File: src/rtl/rd_skew_control_pkg.sv
// Shared types and sizing helpers for the skewed systolic read sequencer.
package rd_skew_control_pkg;

  typedef enum logic [1:0] {
    ST_IDLE = 2'd0,
    ST_RUN  = 2'd1,
    ST_DONE = 2'd2
  } state_e;

  // Relative-cycle counter must reach WR_LAT+MAX_LEN without wrapping.
  function automatic int cnt_width(input int max_len, input int wr_lat);
    return $clog2(max_len + wr_lat) + 1;
  endfunction

endpackage

File: src/rtl/rd_skew_control_lane.sv
// One lane of the diagonal read skew: lane IDX reads during t in [IDX, IDX+len).
module rd_skew_lane
  import rd_skew_control_pkg::*;
#(
  parameter int IDX    = 0,
  parameter int ADDR_W = 8,
  parameter int LEN_W  = 5,
  parameter int CNT_W  = cnt_width(16, 17)
) (
  input  logic [CNT_W-1:0]  t_i,
  input  logic [ADDR_W-1:0] base_i,
  input  logic [LEN_W-1:0]  len_i,
  input  logic              stall_i,
  output logic              en_o,
  output logic [ADDR_W-1:0] addr_o
);

  logic [CNT_W-1:0] first_t;
  logic [CNT_W-1:0] end_t;
  logic [CNT_W-1:0] offset;

  assign first_t = CNT_W'(IDX);
  assign end_t   = first_t + CNT_W'(len_i);
  assign offset  = t_i - first_t;

  assign en_o   = !stall_i && (t_i >= first_t) && (t_i < end_t);
  // Address wraps modulo 2^ADDR_W by truncation.
  assign addr_o = en_o ? (base_i + ADDR_W'(offset)) : '0;

endmodule

File: src/rtl/rd_skew_control.sv
// Tile read sequencer: skews per-lane read enables/addresses diagonally across
// N lanes and gates the downstream writer WR_LAT cycles after the first read.
module rd_skew_control
  import rd_skew_control_pkg::*;
#(
  parameter int N       = 16,
  parameter int ADDR_W  = 8,
  parameter int MAX_LEN = 16,
  parameter int WR_LAT  = N + 1
) (
  input  logic                    clk,
  input  logic                    reset,
  input  logic                    start,
  input  logic [ADDR_W-1:0]       base_addr,
  input  logic [$clog2(MAX_LEN):0] len,
  input  logic                    stall,
  output logic [N-1:0]            rd_en,
  output logic [N*ADDR_W-1:0]     rd_addr,
  output logic                    busy,
  output logic                    wr_active,
  output logic                    done
);

  localparam int LEN_W = $clog2(MAX_LEN) + 1;
  localparam int CNT_W = cnt_width(MAX_LEN, WR_LAT);

  state_e              state_q, state_d;
  logic [CNT_W-1:0]    t_q, t_d, last_t;
  logic                stalled_q, stalled_d;
  logic [ADDR_W-1:0]   base_q, base_d;
  logic [LEN_W-1:0]    len_q, len_d, len_clamped;
  logic [N-1:0]        rd_en_q, rd_en_d;
  logic [N*ADDR_W-1:0] rd_addr_q, rd_addr_d, lane_addr;
  logic                lanes_idle;

  assign len_clamped = (len > LEN_W'(MAX_LEN)) ? LEN_W'(MAX_LEN) : len;
  assign last_t      = CNT_W'(WR_LAT) + CNT_W'(len_q) - CNT_W'(1);

  always_ff @(posedge clk or negedge reset) begin
    if (!reset) state_q <= ST_IDLE;
    else        state_q <= state_d;
  end

  always_comb begin
    state_d = state_q;
    case (state_q)
      ST_IDLE: if (start) state_d = (len_clamped == '0) ? ST_DONE : ST_RUN;
      ST_RUN:  if (!stalled_q && (t_q == last_t)) state_d = ST_DONE;
      ST_DONE: state_d = ST_IDLE;
      default: state_d = ST_IDLE;
    endcase
  end

  always_comb begin
    busy      = (state_q == ST_RUN);
    done      = (state_q == ST_DONE);
    wr_active = busy && !stalled_q && (t_q >= CNT_W'(WR_LAT)) && (t_q <= last_t);
  end

  // A stalled cycle does not consume its t; stall is sampled by the edge that
  // opens the cycle it freezes, which keeps rd_en/rd_addr purely registered.
  always_comb begin
    t_d       = t_q;
    stalled_d = 1'b0;
    base_d    = base_q;
    len_d     = len_q;
    case (state_q)
      ST_IDLE: begin
        if (start) begin
          base_d = base_addr;
          len_d  = len_clamped;
          t_d    = '0;
        end
      end
      ST_RUN: begin
        t_d       = stalled_q ? t_q : t_q + CNT_W'(1);
        stalled_d = stall && (state_d == ST_RUN);
      end
      default: t_d = '0;
    endcase
  end

  assign lanes_idle = (state_d != ST_RUN) || stalled_d;

  for (genvar gi = 0; gi < N; gi++) begin : g_lane
    rd_skew_lane #(
      .IDX   (gi),
      .ADDR_W(ADDR_W),
      .LEN_W (LEN_W),
      .CNT_W (CNT_W)
    ) u_lane (
      .t_i    (t_d),
      .base_i (base_d),
      .len_i  (len_d),
      .stall_i(lanes_idle),
      .en_o   (rd_en_d[gi]),
      .addr_o (lane_addr[gi*ADDR_W +: ADDR_W])
    );

    assign rd_addr_d[gi*ADDR_W +: ADDR_W] =
      stalled_d ? rd_addr_q[gi*ADDR_W +: ADDR_W] : lane_addr[gi*ADDR_W +: ADDR_W];
  end

  always_ff @(posedge clk or negedge reset) begin
    if (!reset) begin
      t_q       <= '0;
      stalled_q <= 1'b0;
      base_q    <= '0;
      len_q     <= '0;
      rd_en_q   <= '0;
      rd_addr_q <= '0;
    end else begin
      t_q       <= t_d;
      stalled_q <= stalled_d;
      base_q    <= base_d;
      len_q     <= len_d;
      rd_en_q   <= rd_en_d;
      rd_addr_q <= rd_addr_d;
    end
  end

  assign rd_en   = rd_en_q;
  assign rd_addr = rd_addr_q;

endmodule

File: config.mk
export PLATFORM = sky130hd
export DESIGN_NAME = rd_skew_control
export DESIGN_NICKNAME = d
export VERILOG_FILES = /design/src/rtl/rd_skew_control_pkg.sv /design/src/rtl/rd_skew_control_lane.sv /design/src/rtl/rd_skew_control.sv
export SDC_FILE = /design/constraint.sdc
export NUM_CORES = 1
export LEC_CHECK = 0
export ABC_AREA = 1
export BUFFER_PORTS_ARGS = -buffer_cell sky130_fd_sc_hd__buf_2
export CAP_MARGIN = 20
export CORE_MARGIN = 2
export CORE_UTILIZATION = 48
export CTS_CLUSTER_DIAMETER = 30
export DETAILED_ROUTE_END_ITERATION = 16
export HOLD_SLACK_MARGIN = 0.05
export PLACE_DENSITY_LB_ADDON = 0.15
export SYNTH_ARGS = -nofsm -noshare
export SYNTH_HDL_FRONTEND = slang
export SYNTH_HIERARCHICAL = 1
export SYNTH_SLANG_ARGS = --single-unit
File: constraint.sdc
create_clock -name clk -period 10.7 [get_ports clk]
set_input_delay 1.605 -clock clk [delete_from_list [all_inputs] [get_ports clk]]
set_output_delay 1.605 -clock clk [all_outputs]
set_load 0.1 [all_outputs]
Word-level counts from Yosys, hierarchy flattened
Cells that the tools add are included.
- flip-flop bits (word level): 167
- bits of input ports: 17
- output and inout bits: 147
- word-level logic and storage cells: 167
- add/subtract/negate cells: 49
- order comparisons: 35
- equal/unequal tests: 5
- mux-type cells: 29
- reductions and logical operators: 42
- operators by type and width (cell ; count):
    2-to-1 mux 8 bit ; 18
    adder 8 x 7 -> 8 bit ; 16
    less-than comparator 7 bit ; 15
    greater-or-equal comparator 7 x 4 -> 1 bit (second input constant) ; 8
    subtractor 7 x 4 -> 7 bit (second input constant) ; 8
    adder 4 x 5 -> 6 bit (first input constant) ; 8
    logical AND 1 bit ; 37
    greater-or-equal comparator 7 x 3 -> 1 bit (second input constant) ; 4
    subtractor 7 x 3 -> 7 bit (second input constant) ; 4
    adder 3 x 5 -> 6 bit (first input constant) ; 4
    2-to-1 mux 5 bit ; 3
    greater-or-equal comparator 7 x 1 -> 1 bit (second input constant) ; 2
    greater-or-equal comparator 7 x 2 -> 1 bit (second input constant) ; 2
    2-to-1 mux 7 bit ; 2
    one-hot mux 7 bit (2 select lines) ; 1
    subtractor 7 x 2 -> 7 bit (second input constant) ; 2
    adder 2 x 5 -> 6 bit (first input constant) ; 2
    adder 7 x 1 -> 7 bit (second input constant) ; 1
    == test 7 bit ; 1
    greater-or-equal comparator 7 x 5 -> 1 bit (second input constant) ; 1
    <= comparator 7 bit ; 1
    less-than comparator 7 x 5 -> 1 bit ; 1
    subtractor 6 x 1 -> 7 bit (second input constant) ; 1
    subtractor 7 x 1 -> 7 bit (second input constant) ; 1
    other kinds (13) ; 17

Depth between registers and ports, before layout
- word-level depth: 14
- depth in mapped cells: 21
- depth with buffers taken out: 21

By module
Netlist, hierarchy kept.
- by module, submodules not included (module ; instances ; cells each ; area an instance (µm²) ; sequential area each (µm²)):
    rd_skew_control ; 1 ; 733 ; 6735.2 ; 4179.0
    rd_skew_lane (g_lane[9].u_lane) ; 1 ; 119 ; 740.7 ; 0.0
    rd_skew_lane (g_lane[1].u_lane) ; 1 ; 125 ; 738.2 ; 0.0
    rd_skew_lane (g_lane[11].u_lane) ; 1 ; 120 ; 726.9 ; 0.0
    rd_skew_lane (g_lane[7].u_lane) ; 1 ; 123 ; 720.7 ; 0.0
    rd_skew_lane (g_lane[3].u_lane) ; 1 ; 123 ; 716.9 ; 0.0
    rd_skew_lane (g_lane[5].u_lane) ; 1 ; 116 ; 710.7 ; 0.0
    rd_skew_lane (g_lane[13].u_lane) ; 1 ; 117 ; 706.9 ; 0.0
    rd_skew_lane (g_lane[15].u_lane) ; 1 ; 115 ; 704.4 ; 0.0
    rd_skew_lane (g_lane[10].u_lane) ; 1 ; 108 ; 690.7 ; 0.0
    rd_skew_lane (g_lane[4].u_lane) ; 1 ; 110 ; 671.9 ; 0.0
    rd_skew_lane (g_lane[6].u_lane) ; 1 ; 108 ; 670.6 ; 0.0
    rd_skew_lane (g_lane[2].u_lane) ; 1 ; 112 ; 660.6 ; 0.0
    rd_skew_lane (g_lane[14].u_lane) ; 1 ; 109 ; 649.4 ; 0.0
    3 more rows ; - ; - ; - ; -

Least setup slack after synthesis
OpenSTA, ideal clock, no wires.
- kind: in2reg
- from: input start
- to: register rd_addr_q[87], in the netlist rd_addr[87]
- library setup time: 121 ps
- arrival time: 8726 ps
- required time: 10579 ps
- slack: 1854 ps
- stages on the path: 15
- buffers on the path: 0
- path through: inv_1 > nand2_1 > o21ai_0 > o21ai_0 > xor2_1 > ha_1 > nand2_1 > nor2_1 > nand3_2 > nand2_1 > nand2_1 > nand2_1 > nor2_2 > nand2_1 > nand2_1
- elaborated cells between the ends (all ways): 22
- those cells by class: add/sub (3); order compare (2); eq/ne (2); mux (10); reduce/logical (5)
- RTL lines (what ; RTL line ; text):
    from (decl) ; rd_skew_control.sv:13 ; input logic start,
    2-to-1 mux 7 bit * ; rd_skew_control.sv:69 ; if (start) begin
    one-hot mux 7 bit (2 select lines) * ; rd_skew_control.sv:67 ; case (state_q)
    named net t_d[3] ; rd_skew_control.sv:28 ; logic [CNT_W-1:0] t_q, t_d, last_t;
    parallel branches: the longest is 3 deep, another holds adder 8 x 7 -> 8 bit ; - ;
    2-to-1 mux 8 bit * ; rd_skew_control_lane.sv:28 ; assign addr_o = en_o ? (base_i + ADDR_W'(offset)) : '0;
    named net lane_addr[87] ; rd_skew_control.sv:33 ; logic [N*ADDR_W-1:0] rd_addr_q, rd_addr_d, lane_addr;
    to (signal assigned) ; rd_skew_control.sv:118 ; rd_addr_q <= rd_addr_d;
    to (decl) ; rd_skew_control.sv:33 ;
Mark *: on every way through the listed nets, which the timed path passes.
A chain may end at the register's enable or synchronous reset.

Final worst setup path
- from: input start
- to: register rd_addr_q[103], in the netlist rd_addr[103]
- cells in the longest elaborated chain, start to end: 10
- elaborated cells between the ends (all ways): 22
- those cells by class: add/sub (3); order compare (2); eq/ne (2); mux (10); reduce/logical (5)
- RTL lines (what ; RTL line ; text):
    2-to-1 mux 2 bit * ; rd_skew_control.sv:47 ; ST_IDLE: if (start) state_d = (len_clamped == '0) ? ST_DONE : ST_RUN;
    one-hot mux 2 bit (2 select lines) * ; rd_skew_control.sv:46 ; case (state_q)
    == test 2 x 1 -> 1 bit ; rd_skew_control.sv:77 ; stalled_d = stall && (state_d == ST_RUN);
    logical AND 1 bit ; rd_skew_control.sv:77 ;
    2-to-1 mux 1 bit ; rd_skew_control.sv:67 ;
    logical OR 1 bit * ; rd_skew_control.sv:83 ; assign lanes_idle = (state_d != ST_RUN) || stalled_d;
    named net lanes_idle ; rd_skew_control.sv:34 ; logic lanes_idle;
    logical NOT 1 bit * ; rd_skew_control_lane.sv:26 ; assign en_o = !stall_i && (t_i >= first_t) && (t_i < end_t);
    logical AND 1 bit * (2 in series) ; rd_skew_control_lane.sv:26 ;
    2-to-1 mux 8 bit * ; rd_skew_control_lane.sv:28 ;
    named net lane_addr[103] ; rd_skew_control.sv:33 ;
The timed path passes the listed nets; every way through them passes the cells marked *.

==> results.md <==
- The run finished with clean final reports.
- The clock transition at the registers of the reported paths is 70 ps.
- The area growth from synthesis to final layout is 11.2%.
- Timing would allow up to 196 MHz.
- TritonCTS built the clock tree.
- Summed over its instances, the top area cell type makes up between 20% and 30% of the synthesized netlist area.
- The number of synthesized register bits is roughly 170.
- The count of cells resized by post-cts repair is 0.
- The total of fill cells in the finished design is 3533.
- The path depth of the worst reg2reg path is 20.
- The total track usage is 24.7%.
- In the layout the commonest cells are nand2_1, inv_1, nor2_1.
- The largest total area in the synthesized netlist belongs to dfrtp_1.
- The detail-routed net length per standard cell is 14.3 µm.
- The maximum buffer depth of the clock tree is 2.
- CTS built an H-tree with a depth of 4.
- The via count of the first global-routing pass came to 15592.
- The biggest cell delay along the critical path is 760 ps.
- In this run the count of I/O pins placed on the die edge is 164.
- The critical path's slowest cell is nand2_1.
- Counting every net in the synthesized netlist gives 2802.
- For this configuration, the core starts out at a cell density of 48.4%.
- The worst min-delay path category is reg2reg.
- The initial antenna violation count came to 1.
- The clock insertion delay at the later pin of the skew report is 460 ps.
- The critical path start-end classification is in2reg.
- The pre-antenna-repair detailed-routing pass consisted of 5 iterations.
- The most used flip-flop cell after synthesis is dfrtp_1.
- In this run the tool buffered the top-level ports with 163 buffer cells.
- Summed over all layers, the routed wires come to 45300 µm.
- Setup violations remaining at the end of the flow were counted as 0.
- For the pin with the worst max-slew slack, the measured transition is roughly 1100 ps.
- Traced cell by cell, the critical path runs through buf_2 > nand2_1 > inv_2 > nand2_1 > nand2_4 > nand2_4 > nand2_1 > nor2_1 > nand2_1 > nor2_4 > nand3_4 > nor2_1 > nand2_1 > nand2_1.
- The most frequent standard cell in the layout excluding fill and tap cells is nand2_1.
- The worst hold path terminates at base_q[4]$_DFF_PN0_.
- The critical path launch point type is an input port.
- The leftover overflow at the end of global routing is 0.
- Once detail routing completed, the nets flagged for antenna violations numbered 0.
- The number of flops mapped to enable cells by yosys is 0.
- The TritonCTS sink count is about 170.
- Detailed placement finished with a half-perimeter wire length of roughly 30000 µm.
- The count of unique library cells instantiated by Yosys is 42.
- The fraction of synthesis flops using an asynchronous set or reset pin is 100%.
- The tool flagged a number of max-cap violations equal to 0.
- STA puts the critical path data arrival time at 5510 ps.
- The net total in the final layout is 2962.
- The number of buffers inserted for hold repair after clock tree synthesis is 0.
- The total negative slack for setup checks is 0 ps.
- The pin count of the biggest net entering global routing is 75.
- Clock tree synthesis inserted a total of 17 buffers.
- The last weighted congestion value of the routability-driven placer is 0.856.
- The final count of hold timing violations is 0.
- In the post-synthesis netlist, the biggest area contributors are dfrtp_1, nand2_1, ha_1.
- At the worst endpoint, the required time is 11090 ps.
- The count of cells along the worst hold path is 2.
- The count of yosys warnings during synthesis is 6.
- In this design, the critical path's most frequently occurring cell is nand2_1.
- The cell family contributing the most delay on the critical path is simple AND/OR/NAND/NOR gates.
- The post-route netlist has 13.5% of its cells at a drive strength greater than 1.
- The first global-routing pass estimated about 77000 µm of wire.
- The overall die area is approximately 38000 µm².
- The floorplan step set the die height to 195 µm.
- The largest fanout on the critical path is between 60 and 70.
- The number of DRC violations after detailed routing is 0.
- Detailed routing inserted a total of 16133 vias.
- The synthesized netlist occupies a cell area of 17600 µm².
- The capture instance of the worst register-to-register path is rd_addr[111]$_DFFE_PN0N_.
- The startpoint identified for the worst register-to-register timing path is state_q[1]$_DFF_PN0_.
- Together, buffers and inverters on the worst path number 2.
- The die is 195 µm wide.
- The minimum clock period is 5110 ps.
- After detailed routing, the number of vias per cell comes to 5.08.
- The count of mapped cells out of synthesis is between 2000 and 3000.
- CTS placed an instance of clkbuf_16 at the clock tree root.
- Measured against its own limit, the worst slew margin works out to 26.3%.
- The total core area is 36300 µm².
- The first-iteration detailed-routing DRC count is 674.
- The clock skew is 12.0 ps.
- Setup repair after global routing left no endpoint under its margin.
- The final count of pins violating max slew is 0.
- The antenna cell count is 0.
- The worst path uses 47.8% of the clock period.
- The share of the yosys chip area belonging to registers is around a quarter.
- The number of placement rows is 70.
- The post-CTS setup buffer count is 0.
- A synthesized cell averages between 6 and 7 µm².
- The launch point of the worst hold path is base_q[4]$_DFF_PN0_.
- The worst setup path is captured at a flip-flop.
- The worst register-to-register path has a setup slack of ~6400 ps.
cells by family after synthesis:
family                   Yosys count  synth area share [%]
buffers and inverters            401                  9.40
XOR/XNOR                         146                  7.27
flip-flops                       167                  23.8
AND/OR/NAND/NOR                 1452                  37.4
adder cells (fa/ha/maj)          250                  18.5
AO/OA/AOI/OAI                    119                  3.74
synthesized netlist by cell type (14+ instances only):
cell	instances
dfrtp_1	167
a21oi_1	74
nand4_1	14
nand3b_1	33
nand3_1	229
o21ai_0	31
inv_1	333
xor2_1	117
nand2_1	800
ha_1	234
fa_1	16
xnor2_1	29
nand3_4	15
nand2_2	16
inv_2	23
nor2_2	26
buf_2	19
nand3_2	22
or2_1	14
nor2_1	249
sequential cells by signal (all words and copies together) (netlist names):
| register | count |
|---|---|
| t_q | 7 |
| state_q | 2 |
| rd_en | 16 |
| rd_addr | 128 |
| stalled_q | 1 |
| base_q | 8 |
| len_q | 5 |
metal layers:
layer	routed length [µm]	GRT usage, %	part of all wire [%]	up-vias
li1	-	-	-	8295
met1	21800	33.1	48	7480
met2	20800	41.7	46	314
met3	1990	3.32	4.4	44
met4	681	6.47	1.5	0
met5	0	0	0	-
final cells by class:
cell class | count | area (µm²) | area share [%]
multi-input combinational | 1967 | 11900 | 60.8
clock buffer | 23 | 448 | 2.29
inverter | 357 | 1340 | 6.86
sequential | 167 | 4180 | 21.4
clock inverter | 8 | 125 | 0.639
tap | 468 | 586 | 2.99
timing repair buffer | 185 | 995 | 5.08
metrics by stage:
| step | utilization (%) | cell area, µm² | hold WS (ps) | std cells | setup slack (ps) |
|---|---|---|---|---|---|
| after floorplan | - | 17600 | 623 | 2535 | 1850 |
| after global placement | 52.2 | 19000 | 461 | 3143 | 5050 |
| after detailed placement | 52.3 | 19000 | 466 | 3144 | 5000 |
| after CTS | 53.8 | 19600 | 484 | 3175 | 5490 |
| after global routing | 53.8 | 19600 | 509 | 3175 | 5140 |
| final | 53.8 | 19600 | 484 | 3175 | 5590 |
tightest hold or removal path: cells and delay by family (launching register included):
family	cells	cell delay, ps
flip-flops	1	320
AND/OR/NAND/NOR	2	120
worst max path at each step:
stage / cells after the start / end / start / slack [ps]
floorplan: 15 / rd_addr[87]$_DFFE_PN0N_ / start / 1850
global placement: 14 / rd_addr[103]$_DFFE_PN0N_ / start / 5050
detailed placement: 14 / rd_addr[95]$_DFFE_PN0N_ / start / 5000
CTS: 14 / rd_addr[95]$_DFFE_PN0N_ / start / 5490
global route: 14 / rd_addr[93]$_DFFE_PN0N_ / start / 5140
finish: 14 / rd_addr[103]$_DFFE_PN0N_ / start / 5590
Power is left out: the tool's default activity adds up to more than one toggle a clock period on the data nets, which glitch-free logic cannot reach.
